===== src/rtl/fetch_ctrl.sv =====
// Fetch-stage controller: owns the fetch PC, picks between mispredict
// recovery, predictor redirect and sequential PC+4, runs the post-mispredict
// flush window and parks the front end in a terminal halt state.
module fetch_ctrl #(
   parameter int unsigned     XLEN         = 32,
   parameter logic [XLEN-1:0] RESET_PC     = '0,
   parameter int unsigned     FLUSH_CYCLES = 2
) (
   input  logic            clock,
   input  logic            reset,
   input  logic            mem_valid,
   input  logic            ib_ready,
   input  logic            bp_valid,
   input  logic            bp_taken,
   input  logic [XLEN-1:0] bp_npc,
   input  logic            ex_mispredict,
   input  logic [XLEN-1:0] ex_target,
   input  logic            halt,
   output logic [XLEN-1:0] fetch_pc,
   output logic            fetch_req,
   output logic            if_valid,
   output logic            squash,
   output logic [1:0]      state,
   output logic [15:0]     bp_redirect_cnt,
   output logic [15:0]     mispredict_cnt
);

   localparam int unsigned CNT_W = 4;
   localparam int unsigned PC_W  = XLEN;
   // Instruction words are 4-byte aligned; low two address bits are dropped.
   localparam logic [PC_W-1:0] ALIGN_MASK = ~PC_W'(3);

   typedef enum logic [1:0] {
      ST_RUN    = 2'd0,
      ST_FLUSH  = 2'd1,
      ST_HALTED = 2'd2
   } state_t;

   state_t             state_q;
   logic [CNT_W-1:0]   flush_cnt_q;
   logic [PC_W-1:0]    pc_q;
   logic               squash_q;
   logic [15:0]        bp_cnt_q;
   logic [15:0]        mp_cnt_q;

   logic               fire;
   logic               mp_accept;
   logic               bp_fire;

   // Request is held low while reset is asserted even though state reads RUN.
   assign fetch_req = reset & (state_q == ST_RUN);
   assign fire      = fetch_req & mem_valid & ib_ready;
   assign if_valid  = fire;

   // Mispredicts are dropped once halted; they override any same-cycle fire.
   assign mp_accept = ex_mispredict & (state_q != ST_HALTED);
   assign bp_fire   = fire & bp_valid & bp_taken & ~mp_accept;

   assign fetch_pc        = pc_q;
   assign squash          = squash_q;
   assign state           = state_q;
   assign bp_redirect_cnt = bp_cnt_q;
   assign mispredict_cnt  = mp_cnt_q;

   // Front-end sequencer: PC selection, flush window, halt and event counters.
   always_ff @(posedge clock or negedge reset) begin
      if (!reset) begin
         state_q     <= ST_RUN;
         flush_cnt_q <= '0;
         pc_q        <= RESET_PC;
         squash_q    <= 1'b0;
         bp_cnt_q    <= '0;
         mp_cnt_q    <= '0;
      end else begin
         squash_q <= mp_accept;
         if (mp_accept) begin
            pc_q        <= ex_target & ALIGN_MASK;
            state_q     <= ST_FLUSH;
            flush_cnt_q <= CNT_W'(FLUSH_CYCLES);
            mp_cnt_q    <= mp_cnt_q + 16'd1;
         end else begin
            case (state_q)
               ST_RUN: begin
                  if (bp_fire) begin
                     pc_q     <= bp_npc & ALIGN_MASK;
                     bp_cnt_q <= bp_cnt_q + 16'd1;
                  end else if (fire) begin
                     pc_q <= pc_q + PC_W'(4);
                  end
                  if (halt) begin
                     state_q <= ST_HALTED;
                  end
               end
               ST_FLUSH: begin
                  if (halt) begin
                     state_q     <= ST_HALTED;
                     flush_cnt_q <= '0;
                  end else if (flush_cnt_q <= CNT_W'(1)) begin
                     state_q     <= ST_RUN;
                     flush_cnt_q <= '0;
                  end else begin
                     flush_cnt_q <= flush_cnt_q - CNT_W'(1);
                  end
               end
               ST_HALTED: begin
                  state_q <= ST_HALTED;
               end
               default: begin
                  state_q <= ST_RUN;
               end
            endcase
         end
      end
   end

endmodule


===== config.mk =====
export PLATFORM = sky130hd
export DESIGN_NAME = fetch_ctrl
export DESIGN_NICKNAME = d
export VERILOG_FILES = /design/src/rtl/fetch_ctrl.sv
export SDC_FILE = /design/constraint.sdc
export NUM_CORES = 1
export LEC_CHECK = 0
export ABC_AREA = 1
export CELL_PAD_IN_SITES_DETAIL_PLACEMENT = 1
export CELL_PAD_IN_SITES_GLOBAL_PLACEMENT = 1
export CORE_MARGIN = 2
export CORE_UTILIZATION = 33
export DETAILED_ROUTE_END_ITERATION = 12
export GPL_TIMING_DRIVEN = 0
export PLACE_DENSITY_LB_ADDON = 0.12
export RECOVER_POWER = 25
export SETUP_SLACK_MARGIN = 0.05
export SLEW_MARGIN = 15
export SYNTH_ARGS = -nofsm -noshare
export SYNTH_HDL_FRONTEND = slang
export SYNTH_SLANG_ARGS = --single-unit

===== constraint.sdc =====
create_clock -name clock -period 1.9 [get_ports clock]
set_input_delay 0.38 -clock clock [delete_from_list [all_inputs] [get_ports clock]]
set_output_delay 0.38 -clock clock [all_outputs]
set_load 0.01 [all_outputs]

==> flow_summary_export.csv, run 1 <==
group,metric,value,unit
route,num_vias,5039,
power,cellPowerDensity,513,mW/mm2
floorplan,die_w,123,um
route,dr.pass1.iters,4,
synth,synth_top_family_by_area,"simple AND/OR/NAND/NOR gates",
synth,syn_area,0.00464,mm2
synth,ys_ff_latch,69,
synth,synth_cell_types,30,
timing,tightest_slew,1.30,ns
layout,finalNonFillerCells,1033,
floorplan,die_area,0.0150,mm2
grt,grt-ovfl-total,0,
floorplan,rows,43,
clock_tree,cts_tree,"yes",
floorplan,start_util,33.5,%
floorplan,die_h,123,um
timing,clock_skew,0.00694,ns
timing,slew_viol_final,0,
synth,syn_inst,695,
layout,nets,925,
grt,grt_max_degree,23,
layout,area_growth,42.7,%
power,total_power,3.40,mW
layout,layout_commonest_cell,"nand2_1",
clock_tree,root_buffer,"clkbuf_16",
worst_hold_path,hold_class,"input pin to async pin",
clock_tree,cts.sinks,69,
grt,antenna_found_initial,0,
route,antenna_left,0,
worst_setup_path,cp_cell_sequence,"clkdlybuf4s50_1",
route,viasPerCell,4.88,
layout,insertedDiodeCount,0,
synth,synth.area.mux_share,0,%
power,p_leak,3.24,nW
synth,yosysWarningCount,0,
timing,setup-violations-final,0,
worst_setup_path,crit_family,"buffers and inverters",
clock_tree,clock_latency,0.35,ns
worst_setup_path,critPathMaxFanout,6,
grt,grt_pass1_wl,26.4,mm
worst_setup_path,start_kind,"register",
power,ir_drop,0.395,mV
worst_setup_path,cp.arrival,1.44,ns
place,routabilityCongestion,0.857,
synth,yosys.area_share.xor_xnor,6.61,%
synth,synth.avg_cell_area,6.67,um2
floorplan,fp.coreArea,0.0138,mm2
worst_setup_path,max_stage_delay,0.61,ns
timing,rsz0062_at_grt,"true",
synth,synth_compound_area_share,5.59,%
place,dpl.hpwl,12.6,mm
run,max_cap_violations,0,
grt,grtUsageTotal,23.0,%
status,status,"finished clean",
timing,fmax,0.549,GHz
worst_setup_path,criticalPathCategory,"register to output pin",
layout,final_layout_size_suffix_gt1_share,8.09,%
layout,num-fill-cells,1811,
worst_setup_path,end_kind,"output pin",
route,post-route-drc-count,0,
route,drt_wl_total,16.8,mm
clock_tree,numCtsBuffers,9,
layout,mostFrequentLayoutCells,"255 x nand2_1, 131 x clkdlybuf4s50_1, 104 x nor2_1",
route,first_iter_violations,251,
worst_setup_path,worst-path-buf-inv,1,
timing,maxSlewHeadroom,13.2,%
place,dp_cells,1011,
synth,yosysSeqAreaShare,37.2,%
worst_setup_path,critPathSlowestCell,"clkdlybuf4s50_1",
timing,fin_crit,1.82,ns
timing,final_hold_viol_count,0,
grt,grt_pass1_vias,5139,
timing,setup_ws,0.0770,ns
timing,post-route-period-util,95.9,%
place,pre_cts_slack,-0.421,ns
clock_tree,clk_pin_slew,0.06,ns
place,port-buffer-count,134,
worst_setup_path,cp.required,1.52,ns
clock_tree,htreeDepth,3,
clock_tree,clockBufferDepth,2,
floorplan,io_pins,141,
route,wl_per_cell,16.3,um
synth,yosys.area_share.simple,41.1,%
synth,synthAdderAreaFrac,1.35,%
-- Yosys cell counts --
cell      count  area [um2]
nand2_1     255         957
nor2_1      108         405
dfrtp_1      69        1730
nand3_1      59         295
inv_1        54         203
xor2_1       28         245
a21oi_1      23         115
buf_2        14        70.1
o21ai_0      14        70.1
nor2_2       10        62.6
nor3_1        9        45.0
o21bai_1      7        52.6
xnor2_1       7        61.3
buf_4         5        37.5
ha_1          5        62.6
buf_6         4        45.0
nand2_2       4        25.0
inv_2         3        11.3
nand4_1       3        18.8
nand4_2       3        37.5
and2_1        2        12.5
clkinv_2      1        5.00
conb_1        1        3.75
nand3b_4      1        20.0
nor2_4        1        11.3
nor3_2        1        10.0
o211ai_1      1        7.51
o21ai_1       1        5.00
o221ai_1      1        8.76
or2_2         1        6.26
-- flip-flops by register name (all words and copies together) (netlist names) --
| signal | count |
|---|---|
| fetch_pc | 30 |
| mispredict_cnt | 16 |
| flush_cnt_q | 4 |
| squash | 1 |
| state | 2 |
| bp_redirect_cnt | 16 |
-- through the flow --
| step | TNS [ns] | utilization (%) | instance area (um2) | hold WS, ns |
|---|---|---|---|---|
| after global routing | 0 | 47.9 | 6620 | 0.457 |
| after detailed placement | -15.93 | 45.0 | 6220 | 0.360 |
| after floorplan | 0 | - | 4640 | 0.0844 |
| after CTS | 0 | 48.0 | 6630 | 0.0505 |
| after global placement | -299.74 | 44.9 | 6210 | 0.487 |
| final | 0 | 47.9 | 6620 | 0.343 |
-- per-layer routing --
| metal | up-vias | wire length, um | track usage, % |
|---|---|---|---|
| met5 | - | 0 | 0 |
| met4 | 0 | 180 | 7.61 |
| met3 | 11 | 795 | 3.02 |
| met2 | 113 | 8310 | 38.3 |
| met1 | 2444 | 7550 | 30.8 |
| li1 | 2471 | - | - |
-- final cells by class --
class                      instances  area (um2)  share of cell area [%]
inverter                          58         219                    3.31
clock buffer                      10         229                    3.46
buffer                            23         154                    2.33
clock inverter                     6        63.8                   0.964
sequential                        69        1730                    26.1
tap                              180         225                    3.40
timing repair buffer             141        1410                    21.3
multi-input combinational        546        2590                    39.1
-- where the power goes --
group | internal (mW) | total, mW | switching (mW) | leakage [nW]
sequential | 1.47 | 1.47 | 0 | 0.897
clock | 1.01 | 1.72 | 0.710 | 0.138
combinational | 0.134 | 0.202 | 0.0681 | 2.20
total | 2.62 | 3.40 | 0.778 | 3.24
-- path summary, 6_finish.rpt --
| kind | from | end | slack, ns | cells after the start |
|---|---|---|---|---|
| max | fetch_pc[12] | fetch_pc[12] | 0.08 | 1 |
| min | reset | mispredict_cnt[9] | 0.34 | 2 |
| max reg2reg | state[0] | fetch_pc[27] | 0.17 | 10 |
| min reg2reg | mispredict_cnt[14] | mispredict_cnt[14] | 0.52 | 1 |
| max in group asynchronous | reset | fetch_pc[12] | 0.45 | 3 |
| min in group clock | mispredict_cnt[14] | mispredict_cnt[14] | 0.52 | 1 |
-- what timing repair did --
item                                   in CTS  in global routing
endpoints found under the hold margin      30                  0
hold buffers                                4                  0
resized for setup                           6                 13
buffers inserted                            1                  0
setup endpoints to repair                  33                 22
cloned                                      1                  0
-- kinds of logic (layout without fill, tap and decap cells) --
kind of cell,Yosys count,after routing
xor gates and xnor gates,35,35
AOI/OAI and AO/OA,47,47
other,1,2
adders and majority gates,5,5
buffers and inverters,81,238
DFF,69,69
and+or+nand+nor,457,457
No activity file was read; power rests on OpenSTA's default activity.
==> run 2, diff against run 1 <==
==> constraint.sdc (replaced) <==
create_clock -name clock -period 1.82 [get_ports clock]
set_input_delay 0.364 -clock clock [delete_from_list [all_inputs] [get_ports clock]]
set_output_delay 0.364 -clock clock [all_outputs]
set_load 0.02 [all_outputs]
==> flow_summary_export.csv, run 2 (synthesis results as in run 1) <==
group,metric,value,unit
status,status,"finished clean",
timing,slew_viol_final,0,
timing,setup_ws,0.0777,ns
timing,tightest_slew,1.02,ns
run,max_cap_violations,0,
grt,grt_busiest_layer,"met2",
clock_tree,clock_latency,0.35,ns
place,placed_cell_area,0.00622,mm2
route,drt_wl_total,16.7,mm
power,p_leak,3.61,nW
grt,met1_usage,29.7,%
place,dp_cells,1011,
clock_tree,clockBufferDepth,2,
route,viasPerCell,4.87,
clock_tree,numCtsBuffers,9,
worst_setup_path,critPathMaxFanout,6,
floorplan,rows,43,
place,routabilityCongestion,0.857,
worst_setup_path,critPathSlowestCell,"dfrtp_2",
floorplan,io_pins,141,
timing,fin_tns_setup,0,ns
route,post-route-drc-count,0,
grt,grt_max_degree,40,
timing,whs,0.495,ns
route,wl_per_cell,16.1,um
place,pre_cts_slack,-0.537,ns
route,dr.pass1.iters,4,
clock_tree,root_buffer,"clkbuf_16",
grt,grtUsageMet2,38.5,%
place,port-buffer-count,134,
grt,grtUsageTotal,22.8,%
timing,clock_skew,0.00732,ns
clock_tree,cts.sinks,69,
layout,area_growth,43.5,%
layout,final_area,0.00666,mm2
worst_setup_path,r2r-start,"state[0]",
layout,finalNonFillerCells,1036,
clock_tree,htreeDepth,3,
worst_setup_path,cp.required,1.46,ns
worst_setup_path,end_kind,"output pin",
power,cellPowerDensity,531,mW/mm2
grt,grt_pass1_wl,26.3,mm
worst_setup_path,start_kind,"register",
clock_tree,cts_tree,"yes",
grt,grt-ovfl-total,0,
timing,post-route-period-util,95.7,%
route,first_iter_violations,217,
timing,fmax,0.574,GHz
floorplan,die_area,0.0150,mm2
layout,largest_reg_flops,30,
floorplan,die_h,123,um
grt,grtUsageMet3,3.62,%
layout,mostFrequentLayoutCells,"254 x nand2_1, 101 x nor2_1, 80 x clkdlybuf4s50_1",
layout,insertedDiodeCount,0,
timing,maxSlewHeadroom,32.2,%
timing,final_hold_viol_count,0,
grt,grt_pass1_vias,5180,
route,num_vias,5048,
place,dpl.hpwl,12.6,mm
clock_tree,clk_pin_slew,0.06,ns
power,total_power,3.53,mW
worst_setup_path,max_stage_delay,0.44,ns
floorplan,start_util,33.5,%
timing,rsz0062_at_grt,"true",
worst_setup_path,cp.arrival,1.38,ns
worst_setup_path,cp_cell_sequence,"nor2_2, nand2_2, inv_1, clkdlybuf4s15_2",
worst_setup_path,rrSetupSlack,0.15,ns
worst_setup_path,criticalPathCategory,"register to output pin",
timing,fin_crit,1.74,ns
layout,post-route-util,48.1,%
power,ir_drop,0.412,mV
worst_hold_path,hold_class,"input pin to async pin",
worst_setup_path,worst-r2r-cell-count,8,
timing,setup-violations-final,0,
grt,antenna_found_initial,0,
route,antenna_left,0,
floorplan,die_w,123,um
layout,layout_commonest_cell,"nand2_1",
floorplan,fp.coreArea,0.0138,mm2
layout,final_layout_size_suffix_gt1_share,10.2,%
layout,nets,928,
worst_setup_path,r2r_end,"bp_redirect_cnt[3]",
## run 2: worst max path at each step
stage / slack [ns] / from / end / depth (start not counted)
2_1_floorplan: 0.17 / state[1] / fetch_pc[8] / 9
3_3_place_gp: -3.18 / reset / fetch_pc[27] / 8
3_5_place_dp: -0.54 / reset / if_valid / 5
4_1_cts: 0.01 / state[1] / if_valid / 4
5_1_grt: 0.01 / state[1] / fetch_req / 4
6_report: 0.08 / state[1] / fetch_req / 4
## run 2: layout make-up
| cell class | count | area, um2 |
|---|---|---|
| tap | 180 | 225 |
| clock inverter | 6 | 63.8 |
| inverter | 58 | 221 |
| fill | 1821 | 7170 |
| multi-input combinational | 546 | 2630 |
| buffer | 23 | 168 |
| timing repair buffer | 144 | 1390 |
| clock buffer | 10 | 229 |
| sequential | 69 | 1730 |
## run 2: per-layer routing
| layer | vias up | part of all wire, % |
|---|---|---|
| met2 | 109 | 49 |
| met3 | 19 | 4.4 |
| met5 | - | 0 |
| met4 | 0 | 1.7 |
| met1 | 2438 | 45 |
| li1 | 2482 | - |
## run 2: power breakdown
| part | switching (mW) | leakage [nW] | internal, mW |
|---|---|---|---|
| combinational | 0.0698 | 2.58 | 0.131 |
| sequential | 0 | 0.895 | 1.53 |
| clock | 0.738 | 0.138 | 1.06 |
| total | 0.808 | 3.61 | 2.72 |
## run 2: critical path, delay by kind of cell (launching register included)
family        cells  cell delay (ns)
buf+inv           2             0.33
flops             1             0.44
simple gates      2             0.26
## run 2: repair_timing
| item | in CTS | in global routing |
|---|---|---|
| setup endpoints to repair | 80 | 48 |
| endpoints found under the hold margin | 30 | 0 |
| pin swaps | 0 | 3 |
| hold buffers | 3 | 0 |
| buffers inserted | 0 | 6 |
| resized for setup | 53 | 42 |
